$ cat src/rtl/id_stage.sv
// id_stage: decode, operand fetch, RAW scoreboard and branch flush ahead of execute.
// Define ID_FORWARD_EN to bypass write-back data into operand reads and hazard checks.
package id_stage_pkg;
  typedef struct packed {
    logic [31:0] rd_value;
    logic [31:0] rs_value;
    logic [31:0] imm_value;
    logic [3:0]  rd_addr;
    logic [15:0] pc;
    logic [6:0]  opcode;
    logic        inte;
    logic        lgc;
    logic        shift;
    logic        ld;
    logic        st;
    logic        br;
    logic        immf;
    logic        rsv;
    logic        valid;
  } id_ex_t;
endpackage

module id_stage #(
  parameter int REG_COUNT = 16,
  parameter bit IMM_SIGN  = 1'b1
) (
  input  logic        clk,
  input  logic        rst,
  input  logic [31:0] inst_i,
  input  logic [15:0] pc_i,
  input  logic        inst_valid_i,
  output logic        inst_ready_o,
  input  logic        stall_i,
  input  logic        branch_en_i,
  input  logic        wb_en_i,
  input  logic [3:0]  wb_addr_i,
  input  logic [31:0] wb_data_i,
  output logic [31:0] rd_value_o,
  output logic [31:0] rs_value_o,
  output logic [31:0] imm_value_o,
  output logic [3:0]  rd_addr_o,
  output logic [15:0] pc_value_o,
  output logic [6:0]  opcode_o,
  output logic        ctrl_inte_o,
  output logic        ctrl_logic_o,
  output logic        ctrl_shift_o,
  output logic        ctrl_ld_o,
  output logic        ctrl_st_o,
  output logic        ctrl_br_o,
  output logic        immf_o,
  output logic        rsv_o,
  output logic        valid_o
);
  import id_stage_pkg::*;

  typedef enum logic {RUN, FLUSH} state_e;

  state_e state_q, state_d;
  id_ex_t out_q, out_d, dec;
  logic [REG_COUNT-1:0] sb_q, sb_d;
  logic [31:0] rf_q [REG_COUNT];
  logic [31:0] rf_d [REG_COUNT];

  logic [2:0]  cls;
  logic [3:0]  rd, rs;
  logic        immf, use_rs, hazard, transfer;
  logic [REG_COUNT-1:0] wb_oh, set_oh, byp_oh, busy;

  assign cls  = inst_i[31:29];
  assign rd   = inst_i[24:21];
  assign rs   = inst_i[20:17];
  assign immf = inst_i[16];

  assign wb_oh = wb_en_i ? (REG_COUNT'(1) << wb_addr_i) : '0;

`ifdef ID_FORWARD_EN
  assign byp_oh = wb_oh;
`else
  assign byp_oh = '0;
`endif

  always_comb begin
    dec           = '0;
    dec.rd_addr   = rd;
    dec.pc        = pc_i;
    dec.opcode    = inst_i[31:25];
    dec.immf      = immf;
    dec.imm_value = IMM_SIGN ? {{16{inst_i[15]}}, inst_i[15:0]}
                             : {16'h0, inst_i[15:0]};
    dec.rd_value  = rf_q[rd];
    dec.rs_value  = rf_q[rs];
    if (byp_oh[rd]) dec.rd_value = wb_data_i;
    if (byp_oh[rs]) dec.rs_value = wb_data_i;
    unique case (1'b1)
      cls == 3'd0:      dec.inte  = 1'b1;
      cls == 3'd1:      dec.lgc   = 1'b1;
      cls == 3'd2:      dec.shift = 1'b1;
      cls == 3'd3:      dec.ld    = 1'b1;
      cls == 3'd4:      dec.st    = 1'b1;
      cls == 3'd5:      dec.br    = 1'b1;
      cls[2:1] == 2'b11: dec.valid = 1'b0;
    endcase
    dec.rsv   = dec.inte | dec.lgc | dec.shift | dec.ld;
    dec.valid = dec.rsv | dec.st | dec.br;
    // Illegal opcodes travel as a plain bubble
    if (!dec.valid) dec = '0;
  end

  assign use_rs = ~immf | (cls == 3'd3) | (cls == 3'd4);
  assign busy   = sb_q & ~byp_oh;
  assign hazard = busy[rd] | (use_rs & busy[rs]);

  assign inst_ready_o = rst & (state_q == RUN) & ~stall_i & ~hazard;
  assign transfer     = inst_valid_i & inst_ready_o & ~branch_en_i;
  assign set_oh       = (transfer & dec.rsv) ? (REG_COUNT'(1) << rd) : '0;

  always_comb begin
    out_d = out_q;
    if (branch_en_i)  out_d = '0;
    else if (transfer) out_d = dec;
    else if (!stall_i) out_d = '0;
  end

  // Set after clear so a same-edge issue keeps the bit pending
  always_comb begin
    sb_d = (sb_q & ~wb_oh) | set_oh;
    if (branch_en_i) sb_d = '0;
  end

  always_comb begin
    rf_d = rf_q;
    if (wb_en_i) rf_d[wb_addr_i] = wb_data_i;
  end

  assign state_d = branch_en_i ? FLUSH : RUN;

  always_ff @(posedge clk or negedge rst) begin
    if (!rst) begin
      state_q <= RUN;
      out_q   <= '0;
      sb_q    <= '0;
      for (int i = 0; i < REG_COUNT; i++) rf_q[i] <= '0;
    end else begin
      state_q <= state_d;
      out_q   <= out_d;
      sb_q    <= sb_d;
      for (int i = 0; i < REG_COUNT; i++) rf_q[i] <= rf_d[i];
    end
  end

  assign rd_value_o   = out_q.rd_value;
  assign rs_value_o   = out_q.rs_value;
  assign imm_value_o  = out_q.imm_value;
  assign rd_addr_o    = out_q.rd_addr;
  assign pc_value_o   = out_q.pc;
  assign opcode_o     = out_q.opcode;
  assign ctrl_inte_o  = out_q.inte;
  assign ctrl_logic_o = out_q.lgc;
  assign ctrl_shift_o = out_q.shift;
  assign ctrl_ld_o    = out_q.ld;
  assign ctrl_st_o    = out_q.st;
  assign ctrl_br_o    = out_q.br;
  assign immf_o       = out_q.immf;
  assign rsv_o        = out_q.rsv;
  assign valid_o      = out_q.valid;
endmodule

$ cat config.mk
export PLATFORM = sky130hd
export DESIGN_NAME = id_stage
export DESIGN_NICKNAME = d
export VERILOG_FILES = /design/src/rtl/id_stage.sv
export SDC_FILE = /design/constraint.sdc
export NUM_CORES = 1
export LEC_CHECK = 0
export BUFFER_PORTS_ARGS = -buffer_cell sky130_fd_sc_hd__buf_4
export CAP_MARGIN = 20
export CORE_MARGIN = 2
export CORE_UTILIZATION = 25
export DETAILED_ROUTE_END_ITERATION = 6
export PLACE_DENSITY_LB_ADDON = 0.25
export RECOVER_POWER = 100
export SLEW_MARGIN = 0
export SYNTH_ARGS = -nofsm -noshare
export SYNTH_HDL_FRONTEND = slang
export SYNTH_SLANG_ARGS = --single-unit
$ cat constraint.sdc
create_clock -name clk -period 2.9 [get_ports clk]
set_clock_uncertainty 0.2 [all_clocks]
set_input_delay 0.58 -clock clk [delete_from_list [all_inputs] [get_ports clk]]
set_output_delay 0.58 -clock clk [all_outputs]
set_load 0.02 [all_outputs]
==> reports/metrics.cfg <==
[clocking]
path_clk_slew_ps = 60
cts_sinks = 645
cts_buffers = 75
h-tree-depth = 3
clockBufferDepth = 3
cts_root_buf = clkbuf_16
cts_tree = yes
clk_latency_ps = 630

[synthesis]
synth.avg_cell_area_um2 = 14.21
synth-seq-cells = 645
synthesis.area_mm2 = 0.03244
ys_seq_area_share_pct = 49.75
ys_types = 38
synth-edff-count = 0
async_reset_ff_share_pct = 100.0
synthFlopType = dfrtp_1
synthCells = 2283
syn_nets = 2373
ys_warn_count = 0

[timing]
rsz0062_at_grt = yes
maxSlewViolCount = 550
whs_ps = 29.44
period_minus_slack_ps = 2922
worst_pin_slew_ps = 1860
fin_crit_sh_pct = 100.7
setup_violations = 1
final.setup.worst_slack_ps = -21.72
setup_tns_ps = -21.72
report.final.hold_viol_count = 0
slew_headroom_pct = -24.00
max_freq_mhz = 342.3

[run]
cap_violations = 13

[grt]
grt.total_usage_pct = 17.04
first_global_vias = 23400
grt-ovfl-total = 0
grt_pass1_wl_um = 166300
antenna_found_initial = 12
grt_max_degree = 164

[status]
violations = max-capacitance violations, max-slew violations, negative setup slack
status = finished, violations left

[drt]
route.detailed.drc = 0
vias = 22120
drt_iter0_drc = 1555
routed_wl_um = 113600
wl_per_cell_um = 26.63
vias_per_cell = 5.186
first_pass_iters = 5
ant_nets = 0

[floorplanning]
die_area_mm2 = 0.1327
io_pins = 223
die_w_um = 364.2
die_h_um = 364.2
rows = 132
start_util_pct = 25.12
core_mm2 = 0.1292

[finish]
final_cell_mix = dfrtp_1 (645), mux2_2 (513), mux4_2 (258)
nFillCells = 12940
final_layout_size_suffix_gt1_share_pct = 44.33
fin_nets = 2555
areaGrowthSynthToFinish_pct = 19.88
mostFrequentLayoutCell = dfrtp_1
regArea_mm2 = 0.01614
multi_input_area_mm2 = 0.01534

[power]
p_leak_nw = 15.77
p_int_mw = 19.79
pwr-share-comb_pct = 19.7
seq_power_share_pct = 44.1
p_per_area_mw_per_mm2 = 695.6
sw_frac_of_total_pct = 26.85
max-vdd-ir-drop_v = 0.0003410
switchingPower_mw = 7.264
pwr-share-clk_pct = 36.3

[critical_path]
required_ps = 2120
endpoint_kind = primary output
worstPathMaxFanout = 2
r2r-start = busy[11]$_DFF_PN0_
reg2reg_slack_ps = 120
startpoint_type = register
reg2reg_depth = 8
critical_path_class = register to primary output
crit_arrival_ps = 2140
worstReg2RegEnd = pc_value_o[5]$_DFFE_PN0P_

[worst_hold_path]
hold_path_class = input pin to register
hold_path_depth = 3
hold_path_end = pc_value_o[0]$_DFFE_PN0P_
min_from = pc_i[0]

[place]
portBuffers = 222
pre_cts_ws_ps = 88.91
place.gp.congestion = 0.7812
hpwlAfterDp_um = 67230

[metal layers]
metal / vias to the layer above / global-route usage [%] / wire (um)
met2: 785 / 27.08 / 52460
met5: - / 0 / 91
li1: 9116 / - / -
met3: 205 / 4.246 / 7818
met4: 16 / 5.258 / 3312
met1: 12000 / 22.81 / 49920
[worst max-delay path, cell delays in order (launching register included)]
cell,delay (ps)
dfrtp_1,400
mux4_2,480
nor2_2,120
or4_4,150
nand3_4,90
nor2_4,150
buf_6,130
[state kept, by name, summed over array words and instances (netlist names), 4 cells and up]
signal,flops
pc_value_o,16
rd_addr_o,4
rd_value_o,32
rs_value_o,32
busy,16
opcode_o,7
imm_value_o,16
rf_q,512
[cells in the mapped netlist (all sizes together) (2+ instances only)]
| master | n | area [um2] |
|---|---|---|
| a22oi | 130 | 975.9 |
| a32o | 35 | 350.3 |
| and2 | 3 | 18.77 |
| buf | 82 | 446.7 |
| clkbuf | 169 | 635.6 |
| dfrtp | 645 | 16140 |
| inv | 6 | 22.52 |
| mux2 | 513 | 5777 |
| mux2i | 9 | 90.09 |
| mux4 | 258 | 5811 |
| nand2 | 156 | 585.6 |
| nand2b | 8 | 50.05 |
| nand3 | 51 | 255.2 |
| nand3b | 10 | 75.07 |
| nand4 | 41 | 256.5 |
| nor2 | 17 | 63.81 |
| nor2b | 10 | 62.56 |
| nor3 | 9 | 45.04 |
| nor3b | 4 | 30.03 |
| nor4 | 7 | 43.79 |
| o21ai | 85 | 425.4 |
| o31ai | 12 | 90.09 |
| or3b | 11 | 96.34 |
| or4 | 2 | 15.01 |
[what timing repair did]
item | CTS | global route
hold buffers | 29 | 0
hold endpoints to repair | 144 | 0
gates resized for setup | 10 | 0
pin swaps | 4 | 1
buffers inserted | 4 | 0
endpoints found under the setup margin | 1 | 1
[worst max path at each step]
stage          slack [ps]  depth (start not counted)               from                         to
2_1_floorplan         120                          7         inst_i[22]               inst_ready_o
3_3_place_gp          110                          7         inst_i[21]               inst_ready_o
3_5_place_dp           90                          8         inst_i[21]  pc_value_o[5]$_DFFE_PN0P_
4_1_cts               -40                          6  busy[3]$_DFF_PN0_               inst_ready_o
5_1_grt               -90                          6  busy[3]$_DFF_PN0_               inst_ready_o
6_report              -20                          6  busy[3]$_DFF_PN0_               inst_ready_o
[cell families after synthesis]
family	count (synthesis)	share of synthesized area, %
AOI/OAI and AO/OA	270	5.885
buffers and inverters	257	3.405
DFF	645	49.75
muxes	780	35.99
and+or+nand+nor	331	4.964
[power groups by stage]
stage	clock, mW	combinational [mW]	sequential, mW
after floorplan	0	3.90	11.6
after global placement	0	5.21	11.8
after detailed placement	0	5.37	12.0
after CTS	10.1	5.42	11.9
after global routing	10.4	5.71	12.1
final	9.81	5.32	11.9
[cell type report]
class / count / area share, %
antenna: 1 / 0.006434
clock buffer: 104 / 5.608
clock inverter: 30 / 0.8815
inverter: 6 / 0.05791
multi-input combinational: 1381 / 39.45
sequential: 645 / 41.50
tap: 1742 / 5.604
timing repair buffer: 356 / 6.888
[metrics by stage]
stage / area, um2 / cells / utilization, % / total power, mW
floorplan: 32440 / 2283 / - / 15.51
global placement: 36870 / 4097 / 28.55 / 17.04
detailed placement: 36870 / 4097 / 28.55 / 17.41
CTS: 39750 / 4264 / 30.78 / 27.36
global route: 38890 / 4264 / 30.11 / 28.28
finish: 38890 / 4265 / 30.11 / 27.05
Note: power is estimated with default switching activity, not from simulation.
